`config.mk`:
```
export PLATFORM = sky130hd
export DESIGN_NAME = fc_in_neuron_loader_flat
export DESIGN_NICKNAME = d
export VERILOG_FILES = /design/src/rtl/fc_in_neuron_loader_pkg.sv /design/src/rtl/fc_in_neuron_loader_if.sv /design/src/rtl/fc_in_neuron_loader_addr_map.sv /design/src/rtl/fc_in_neuron_loader.sv /design/src/flat_wrapper.sv
export SDC_FILE = /design/constraint.sdc
export NUM_CORES = 1
export LEC_CHECK = 0
export BUFFER_PORTS_ARGS = -buffer_cell sky130_fd_sc_hd__buf_2
export CAP_MARGIN = 20
export CORE_MARGIN = 2
export CORE_UTILIZATION = 40
export CTS_CLUSTER_SIZE = 24
export DETAILED_ROUTE_END_ITERATION = 10
export SLEW_MARGIN = 40
export SYNTH_ARGS = -nofsm -noshare
export SYNTH_HDL_FRONTEND = slang
export SYNTH_SLANG_ARGS = --single-unit
export TNS_END_PERCENT = 30
```
`constraint.sdc`:
```
create_clock -name clock -period 2.22 [get_ports clock]
set_input_delay 0 -clock clock [delete_from_list [all_inputs] [get_ports clock]]
set_output_delay 0 -clock clock [all_outputs]
set_load 0.03 [all_outputs]
```
`src/rtl/fc_in_neuron_loader_pkg.sv`:
```
// Shared sizing and state encoding for the FC input-neuron loader.
package fc_in_neuron_loader_pkg;

  localparam int INNEURON               = 64;
  localparam int PI                     = 4;
  localparam int DATA_WIDTH_FC          = 16;
  localparam int FC_INNEURON_ADDR_WIDTH = 4;
  localparam int FC_COUNT_IN_BITWIDTH   = 6;
  localparam int WORDS_PER_BANK         = INNEURON / PI;

  typedef enum logic [1:0] {
    IDLE   = 2'd0,
    LOAD   = 2'd1,
    FINISH = 2'd2,
    DONE   = 2'd3
  } load_state_t;

endpackage

```
`src/rtl/fc_in_neuron_loader_if.sv`:
```
// Neuron stream plus the dual-port write bus into the banked input-neuron memories.
interface fc_in_neuron_loader_if;
  import fc_in_neuron_loader_pkg::*;

  logic [DATA_WIDTH_FC-1:0]          din;
  logic                              din_valid;
  logic                              din_ready;
  logic [PI-1:0]                     in_neuron_wren_a;
  logic [PI-1:0]                     in_neuron_wren_b;
  logic [FC_INNEURON_ADDR_WIDTH-1:0] in_neuron_addr_a;
  logic [FC_INNEURON_ADDR_WIDTH-1:0] in_neuron_addr_b;
  logic [DATA_WIDTH_FC-1:0]          in_neuron_data_a;
  logic [DATA_WIDTH_FC-1:0]          in_neuron_data_b;

  // master is the producer/memory side, slave is the loader
  modport master (
    output din, din_valid,
    input  din_ready, in_neuron_wren_a, in_neuron_wren_b,
           in_neuron_addr_a, in_neuron_addr_b, in_neuron_data_a, in_neuron_data_b
  );

  modport slave (
    input  din, din_valid,
    output din_ready, in_neuron_wren_a, in_neuron_wren_b,
           in_neuron_addr_a, in_neuron_addr_b, in_neuron_data_a, in_neuron_data_b
  );

endinterface

```
`src/rtl/fc_in_neuron_loader_addr_map.sv`:
```
// Maps a frame element index onto its memory bank (one-hot) and in-bank word.
module fc_in_neuron_addr_map
  import fc_in_neuron_loader_pkg::*;
(
  input  logic [FC_COUNT_IN_BITWIDTH-1:0]   elem_cnt,
  output logic [PI-1:0]                     bank_onehot,
  output logic [FC_INNEURON_ADDR_WIDTH-1:0] word
);

  localparam logic [FC_COUNT_IN_BITWIDTH-1:0] WPB = FC_COUNT_IN_BITWIDTH'(WORDS_PER_BANK);

  logic [FC_COUNT_IN_BITWIDTH-1:0] bank_idx;

  always_comb begin
    bank_idx    = elem_cnt / WPB;
    word        = FC_INNEURON_ADDR_WIDTH'(elem_cnt % WPB);
    bank_onehot = '0;
    for (int i = 0; i < PI; i++) begin
      bank_onehot[i] = (bank_idx == FC_COUNT_IN_BITWIDTH'(i));
    end
  end

endmodule

```
`src/rtl/fc_in_neuron_loader.sv`:
```
// Pairs incoming neurons and writes each pair through ports a/b of the banked
// input-neuron memories, then pulses fc_start once the frame is complete.
module fc_in_neuron_loader
  import fc_in_neuron_loader_pkg::*;
(
  input  logic                        clock,
  input  logic                        reset,
  input  logic                        start,
  fc_in_neuron_loader_if.slave        bus,
  output logic                        load_done,
  output logic                        fc_start
);

  load_state_t state, next_state;

  logic [FC_COUNT_IN_BITWIDTH-1:0]   elem_cnt;
  logic [DATA_WIDTH_FC-1:0]          hold;
  logic [PI-1:0]                     bank_onehot;
  logic [FC_INNEURON_ADDR_WIDTH-1:0] word;
  logic accept, last_beat, clear_cnt, set_done, clear_done;

  fc_in_neuron_addr_map u_addr_map (
    .elem_cnt    (elem_cnt),
    .bank_onehot (bank_onehot),
    .word        (word)
  );

  assign bus.din_ready = (state == LOAD);
  assign accept        = bus.din_valid && (state == LOAD);
  assign last_beat     = (elem_cnt == FC_COUNT_IN_BITWIDTH'(INNEURON - 1));

  always_ff @(posedge clock or posedge reset) begin
    if (reset) state <= IDLE;
    else       state <= next_state;
  end

  always_comb begin
    next_state = state;
    clear_cnt  = 1'b0;
    set_done   = 1'b0;
    clear_done = 1'b0;
    case (state)
      IDLE: if (start) begin
        next_state = LOAD;
        clear_cnt  = 1'b1;
      end
      LOAD: if (accept && last_beat) next_state = FINISH;
      FINISH: begin
        next_state = DONE;
        set_done   = 1'b1;
      end
      DONE: if (start) begin
        next_state = LOAD;
        clear_cnt  = 1'b1;
        clear_done = 1'b1;
      end
      default: next_state = IDLE;
    endcase
  end

  // Even beats park in hold; the odd beat completes the pair and fires a one-cycle write.
  always_ff @(posedge clock or posedge reset) begin
    if (reset) begin
      elem_cnt             <= '0;
      hold                 <= '0;
      bus.in_neuron_wren_a <= '0;
      bus.in_neuron_wren_b <= '0;
      bus.in_neuron_addr_a <= '0;
      bus.in_neuron_addr_b <= '0;
      bus.in_neuron_data_a <= '0;
      bus.in_neuron_data_b <= '0;
      load_done            <= 1'b0;
      fc_start             <= 1'b0;
    end else begin
      bus.in_neuron_wren_a <= '0;
      bus.in_neuron_wren_b <= '0;
      fc_start             <= set_done;
      if (clear_cnt)   elem_cnt <= '0;
      else if (accept) elem_cnt <= elem_cnt + FC_COUNT_IN_BITWIDTH'(1);
      if (set_done)        load_done <= 1'b1;
      else if (clear_done) load_done <= 1'b0;
      if (accept) begin
        if (!elem_cnt[0]) begin
          hold <= bus.din;
        end else begin
          bus.in_neuron_wren_a <= bank_onehot;
          bus.in_neuron_wren_b <= bank_onehot;
          bus.in_neuron_addr_a <= word - FC_INNEURON_ADDR_WIDTH'(1);
          bus.in_neuron_addr_b <= word;
          bus.in_neuron_data_a <= hold;
          bus.in_neuron_data_b <= bus.din;
        end
      end
    end
  end

endmodule
```
`src/flat_wrapper.sv`:
```
// flat-port wrapper written by rule: the top's interface ports become plain ports
module fc_in_neuron_loader_flat import fc_in_neuron_loader_pkg::*;
  (clock, reset, start, load_done, fc_start, bus_din, bus_din_valid, bus_din_ready, bus_in_neuron_wren_a, bus_in_neuron_wren_b, bus_in_neuron_addr_a, bus_in_neuron_addr_b, bus_in_neuron_data_a, bus_in_neuron_data_b);
  fc_in_neuron_loader_if bus_i ();
  input  logic clock;
  input  logic reset;
  input  logic start;
  output logic load_done;
  output logic fc_start;
  input wire logic [$bits(bus_i.din)-1:0] bus_din;
  input wire logic [$bits(bus_i.din_valid)-1:0] bus_din_valid;
  output wire logic [$bits(bus_i.din_ready)-1:0] bus_din_ready;
  output wire logic [$bits(bus_i.in_neuron_wren_a)-1:0] bus_in_neuron_wren_a;
  output wire logic [$bits(bus_i.in_neuron_wren_b)-1:0] bus_in_neuron_wren_b;
  output wire logic [$bits(bus_i.in_neuron_addr_a)-1:0] bus_in_neuron_addr_a;
  output wire logic [$bits(bus_i.in_neuron_addr_b)-1:0] bus_in_neuron_addr_b;
  output wire logic [$bits(bus_i.in_neuron_data_a)-1:0] bus_in_neuron_data_a;
  output wire logic [$bits(bus_i.in_neuron_data_b)-1:0] bus_in_neuron_data_b;
  assign bus_i.din = bus_din;
  assign bus_i.din_valid = bus_din_valid;
  assign bus_din_ready = bus_i.din_ready;
  assign bus_in_neuron_wren_a = bus_i.in_neuron_wren_a;
  assign bus_in_neuron_wren_b = bus_i.in_neuron_wren_b;
  assign bus_in_neuron_addr_a = bus_i.in_neuron_addr_a;
  assign bus_in_neuron_addr_b = bus_i.in_neuron_addr_b;
  assign bus_in_neuron_data_a = bus_i.in_neuron_data_a;
  assign bus_in_neuron_data_b = bus_i.in_neuron_data_b;
  fc_in_neuron_loader u_core (.clock(clock), .reset(reset), .start(start), .bus(bus_i), .load_done(load_done), .fc_start(fc_start));
endmodule
```
==> impl_metrics.py, run 1 <==
metrics = {
    "layout": {
        "postLayoutCellArea_sq_um": 3640,
        "final-seq-area_sq_um": 1750,
        "finalNetCount": 383,
        "multi_input_area_sq_um": 947,
        "diodes": 0,
        "synthToLayoutAreaGrowth_pct": 28.0,
        "n_fill_cell": 641,
        "drive_gt1_share_pct": 31.4,
    },
    "floorplanning": {
        "start_util_pct": 41.6,
        "fp.dieH_um": 88.3,
        "num_rows": 30,
        "die_w_um": 88.3,
        "core_sq_um": 6830,
        "die_area_sq_um": 7800,
        "ios": 71,
    },
    "critical_path": {
        "cp_data_required_time_ns": 2.45,
        "end_kind": "flop",
        "cp.arrival_ns": 1.95,
        "start_kind": "flop",
        "critical_path_peak_fanout": 17,
        "crit_type": "reg -> reg",
    },
    "power": {
        "p_int_mw": 3.07,
        "power_density_nw_per_um2": 1390,
        "finalPower_mw": 5.07,
        "comb_power_share_pct": 37.7,
        "netSwitchingPower_mw": 2.00,
        "leakagePower_nw": 1.95,
        "p_sw_share_pct": 39.4,
        "ir_drop_v": 0.000486,
        "pwr-share-clk_pct": 21.9,
        "power_frac_seq_pct": 40.3,
    },
    "sta": {
        "period_share_pct": 77.7,
        "finClkSkew_ns": 0.0105,
        "slew_violations": 0,
        "worst_slack_ns": 0.494,
        "rsz0062_at_grt": "false",
        "tightest_slew_ns": 0.569,
        "fin_tns_setup_ns": 0,
        "hold_viol_final": 0,
        "timing.fmax_ghz": 0.579,
        "period_needed_ns": 1.73,
        "slew_headroom_pct": 62.0,
        "setup_viol": 0,
    },
    "grt": {
        "grt-ovfl-total": 0,
        "grt_pass1_wl_um": 9760,
        "track_usage_pct": 16.5,
        "grt_pass1_vias": 2079,
        "grt_antenna_before_repair": 0,
        "grt_max_degree": 30,
    },
    "placement": {
        "routabilityCongestion": 0.748,
        "io_buffers": 70,
        "dpl_cell_area_sq_um": 3240,
        "dp_slack_ns": 0.507,
        "hpwl_um": 3770,
    },
    "cts": {
        "clk_latency_ns": 0.34,
        "cts_buffers": 9,
        "h-tree-depth": 3,
        "root_buffer": "clkbuf_8",
        "path_clk_slew_ns": 0.08,
        "cts_resized": 0,
        "cts.sinks": 70,
        "clockBufferDepth": 2,
        "cts_tree": "done",
    },
    "synthesis": {
        "syn_area_per_cell_sq_um": 10.5,
        "synth_cells": 270,
        "synth_top_area_cell": "dfrtp_1",
        "synth-edff-count": 0,
        "ys_types": 32,
        "ys.flop_type": "dfrtp_1",
        "synthTopCellsByCount": "114 x nand2_1, 70 x dfrtp_1, 12 x mux2_2, 8 x buf_4",
        "synth_top_area_share_pct": 61.6,
        "yosysSeqAreaShare_pct": 61.6,
        "syn-num-nets": 295,
        "yosysWarnings": 0,
        "synth_area_leaders": "dfrtp_1 62%, nand2_1 15%, mux2_2 4.8%",
        "yosysMostFrequentCell": "nand2_1",
        "ys_async_sr_fraction_pct": 100,
        "ys_ff_latch": 70,
        "synth_area_sq_um": 2840,
    },
    "drt": {
        "viasPerCell": 4.51,
        "drcViolationCount": 0,
        "wl_um": 5750,
        "drtIter0Drc": 65,
        "first_pass_iters": 4,
        "antenna_left": 0,
        "wl_per_cell_um": 12.5,
        "vias": 2070,
    },
    "status": {
        "status": "completed",
    },
    "run": {
        "drv_cap": 0,
    },
    "min_path": {
        "hold_class": "in -> async",
    },
}
layout by cell type, fill, tap and decap left out:
master         count
nand2_1          114
buf_2             70
dfrtp_1           70
dlygate4sd3_1     19
mux2_2            12
clkbuf_8           9
o21ai_0            6
buf_4              6
a21oi_1            5
ha_1               5
or3_1              4
inv_1              4
nand3_1            4
mux2_4             4
nor2_1             3
and2_1             2
nor3_1             2
inv_2              2
bufinv_16          2
clkinv_2           2
nand4_1            1
and2_2             1
a221oi_1           1
a21o_1             1
nand4_2            1
and3_2             1
nand3_2            1
nor2b_1            1
o22ai_1            1
nand3_4            1
xor2_1             1
nor3b_1            1
and3_1             1
xnor2_1            1
nand2b_1           1
clkinv_4           1
clkinvlp_4         1
clkbuf_1           1
state kept, by name (all words and copies together), names as in the netlist:
name,flops
u_core.state,2
u_core.bus.in_neuron_addr_b,4
u_core.elem_cnt,6
u_core.bus.in_neuron_addr_a,4
u_core.bus.in_neuron_wren_a,4
u_core.fc_start,1
u_core.bus.in_neuron_data_a,16
u_core.load_done,1
u_core.bus.in_neuron_data_b,16
u_core.hold,16
timing repair:
| item | in CTS | in global routing |
|---|---|---|
| hold buffers | 19 | 0 |
| setup endpoints to repair | 0 | 0 |
| setup buffers | 0 | 0 |
| hold endpoints to repair | 59 | 0 |
power groups by stage:
stage | clock [mW] | sequential (mW) | combinational (mW)
CTS | 1.14 | 2.05 | 1.94
finish | 1.11 | 2.04 | 1.91
global route | 1.20 | 2.12 | 2.11
detailed placement | 0 | 2.07 | 1.91
global placement | 0 | 2.07 | 1.88
floorplan | 0 | 2.69 | 0.770
critical path: stages, from the launching register on:
cell and delay, ns:
dfrtp_1 0.42, inv_1 0.07, ha_1 0.42, nand3_4 0.31, mux2_4 0.38
logic make-up after synthesis:
| group | share of synthesized area (%) |
|---|---|
| AND/OR/NAND/NOR | 20.7 |
| flip-flops | 61.6 |
| buffers and inverters | 5.28 |
| multiplexers | 6.86 |
| AO/OA/AOI/OAI | 2.73 |
| adder cells (fa/ha/maj) | 2.20 |
| XOR/XNOR | 0.616 |
path summary, 6_finish.rpt:
kind	from	end	slack, ns	cells after the start
max	u_core.state[1]	u_core.hold[3]	0.49	4
min	reset	u_core.bus.in_neuron_data_b[4]	0.25	3
max reg2reg	u_core.state[1]	u_core.hold[3]	0.49	4
min reg2reg	u_core.hold[10]	u_core.bus.in_neuron_data_a[10]	0.46	2
max in group asynchronous	reset	u_core.bus.in_neuron_addr_b[0]	1.24	4
min in group clock	bus_din[5]	u_core.bus.in_neuron_data_b[5]	0.40	4
stage by stage:
step,util [%],std cells,hold slack [ns]
floorplan,-,270,0.105
global placement,47.4,424,0.0904
detailed placement,47.4,424,0.104
CTS,53.3,459,0.266
global route,53.3,459,0.294
finish,53.3,459,0.246
final cells by class:
type | instances | share of cell area (%)
clock buffer | 10 | 3.51
clock inverter | 6 | 2.37
inverter | 6 | 0.619
multi-input combinational | 176 | 26.0
sequential | 70 | 48.1
tap | 96 | 3.30
timing repair buffer | 95 | 16.1
per-layer routing:
metal | part of all wire, % | wire, um | vias to the layer above | GRT usage [%]
li1 | - | - | 1031 | -
met1 | 46 | 2630 | 976 | 22.3
met2 | 48 | 2750 | 51 | 24.5
met3 | 4.4 | 255 | 12 | 4.66
met4 | 1.9 | 108 | 0 | 8.13
met5 | 0 | 0 | - | 0
No activity file was read; power rests on OpenSTA's default activity.
==> run 2: changes to the inputs <==
--- a/config.mk
+++ b/config.mk
@@ -11,6 +11,7 @@
 export CORE_UTILIZATION = 40
 export CTS_CLUSTER_SIZE = 24
 export DETAILED_ROUTE_END_ITERATION = 10
+export PLACE_DENSITY = 0.65
 export SLEW_MARGIN = 40
 export SYNTH_ARGS = -nofsm -noshare
 export SYNTH_HDL_FRONTEND = slang
==> constraint.sdc (replaced) <==
create_clock -name clock -period 1.5 [get_ports clock]
set_input_delay 0 -clock clock [delete_from_list [all_inputs] [get_ports clock]]
set_output_delay 0 -clock clock [all_outputs]
set_load 0.03 [all_outputs]
==> run 2 against run 1 <==
  * Fmax rose by 21%
  * Non-clock buffer count rose by 2
  * Sequential cell count did not move
  * Clock-buffer cell count did not move
  * Clock skew fell by 0.0051 ns
  * Global-route usage fell by 0.68 points
  * First-iteration DRC count rose to 2.5 times the previous value
  * Register-to-register slack got worse by 0.43 ns
  * Combinational power rose by 56%
  * Clock power rose by 40%
  * Hold slack got worse by 0.21 ns
  * Cell count rose by 0.65%
  * Critical path type unchanged
  * Largest cell class unchanged
  * Largest power group unchanged
==> impl_metrics.py, run 2 (synthesized netlist as in run 1, its figures left out) <==
metrics = {
    "status": {
        "status": "completed",
    },
    "sta": {
        "slew_violations": 0,
        "fin_tns_setup_ns": 0,
        "rsz0062_at_grt": "false",
        "setup_viol": 0,
        "slew_headroom_pct": 75.2,
        "tightest_slew_ns": 0.371,
        "hold_viol_final": 0,
        "whs_ns": 0.0406,
        "finClkSkew_ns": 0.00538,
        "period_share_pct": 95.4,
        "timing.fmax_ghz": 0.699,
        "worst_slack_ns": 0.0690,
        "period_needed_ns": 1.43,
    },
    "critical_path": {
        "critical_path_peak_fanout": 4,
        "start_kind": "flop",
        "cp_data_required_time_ns": 1.77,
        "cp.arrival_ns": 1.71,
        "ff2ff_path_depth": 5,
        "crit_type": "reg -> reg",
        "end_kind": "flop",
    },
    "drt": {
        "wl_um": 5870,
        "wl_per_cell_um": 12.7,
        "viasPerCell": 4.61,
        "drtIter0Drc": 164,
        "vias": 2132,
        "antenna_left": 0,
        "first_pass_iters": 4,
        "drcViolationCount": 0,
    },
    "layout": {
        "layout_commonest_cell": "nand2_1",
        "finalNetCount": 386,
        "fin_util_pct": 54.4,
        "diodes": 0,
        "final_cell_mix": "114 x nand2_1, 70 x buf_2, 70 x dfrtp_1, 18 x dlygate4sd3_1, 12 x mux2_2",
        "reg_top3": "u_core.bus.in_neuron_data_a: 16 flops, u_core.bus.in_neuron_data_b: 16 flops, u_core.hold: 16 flops",
        "drive_gt1_share_pct": 33.6,
        "synthToLayoutAreaGrowth_pct": 30.7,
    },
    "floorplanning": {
        "fp.dieH_um": 88.3,
        "die_area_sq_um": 7800,
        "die_w_um": 88.3,
        "start_util_pct": 41.6,
        "ios": 71,
        "core_sq_um": 6830,
        "num_rows": 30,
    },
    "cts": {
        "clockBufferDepth": 2,
        "cts_tree": "done",
        "cts.sinks": 70,
        "cts_setup_buffers": 0,
        "root_buffer": "clkbuf_8",
        "cts_buffers": 9,
        "h-tree-depth": 3,
        "clk_latency_ns": 0.34,
        "path_clk_slew_ns": 0.07,
    },
    "power": {
        "power_density_nw_per_um2": 2040,
        "ir_drop_v": 0.00116,
        "leakagePower_nw": 1.96,
    },
    "min_path": {
        "hold_class": "in -> reg",
        "min_path_cells": 3,
    },
    "grt": {
        "grt_antenna_before_repair": 0,
        "grt-ovfl-total": 0,
        "grt_pass1_vias": 2004,
        "track_usage_pct": 15.8,
        "grt_pass1_wl_um": 9450,
        "grt_max_degree": 71,
    },
    "placement": {
        "dp_slack_ns": -0.0340,
        "routabilityCongestion": 0.742,
        "io_buffers": 70,
        "hpwl_um": 3660,
    },
    "run": {
        "drv_cap": 0,
    },
}
==> run 2: changes by cell type in the layout (fill, tap and decap cells not counted), moves of 2 or more <==
| cell | before | now |
|---|---|---|
| buf_12 | 0 | 2 |
| ha_1 | 5 | 3 |
| ha_4 | 0 | 2 |
| inv_6 | 0 | 2 |
==> run 2: layer usage <==
metal  vias to the layer above  wire length (um)  GRT usage [%]  part of all wire, %
met5                         -                 0              0                    0
met3                         9               230           2.99                  3.9
li1                       1041                 -              -                    -
met2                        56              2820           24.1                   48
met1                      1026              2710           22.0                   46
met4                         0               104           7.44                  1.8
==> run 2: final cells by class <==
class / instances / area (sq um)
clock inverters: 6 / 68.8
well taps: 96 / 120
repair buffers: 97 / 623
inverters: 6 / 26.3
clock buffers: 10 / 138
multi-input cells: 177 / 988
fillers: 648 / 3120
flip-flops and latches: 70 / 1750
==> run 2: final timing paths <==
check	startpoint	endpoint	slack (ns)
max	u_core.state[0]	u_core.state[1]	0.07
min	bus_din_valid	u_core.elem_cnt[1]	0.04
max reg2reg	u_core.state[0]	u_core.state[1]	0.07
min reg2reg	u_core.bus.in_neuron_addr_b[0]	u_core.bus.in_neuron_addr_b[0]	0.47
max in group asynchronous	reset	u_core.hold[4]	0.90
min in group asynchronous	reset	u_core.bus.in_neuron_wren_a[1]	0.30
==> run 2: repair_timing <==
item	4_1_cts	5_1_grt
endpoints found under the hold margin	104	0
pin swaps	1	1
resized for setup	2	3
setup endpoints to repair	18	16
cloned	0	1
hold buffers	18	0
==> run 2: through the flow <==
step	instances	instance area (sq um)	power [mW]
CTS	461	3690	7.59
finish	462	3720	7.57
global route	462	3720	8.09
detailed placement	427	3290	5.97
floorplan	270	2850	5.13
global placement	427	3290	5.88
==> run 2: power breakdown <==
group	switching, mW	internal [mW]	total [mW]
sequential	0.407	2.63	3.04
combinational	1.93	1.06	2.98
clock	0.728	0.824	1.55
==> run 2: worst max-delay path, stage by stage (launching register included) <==
cell	delay, ns
dfrtp_1	0.42
buf_4	0.15
inv_1	0.11
ha_4	0.23
or3_1	0.37
nand3_1	0.09
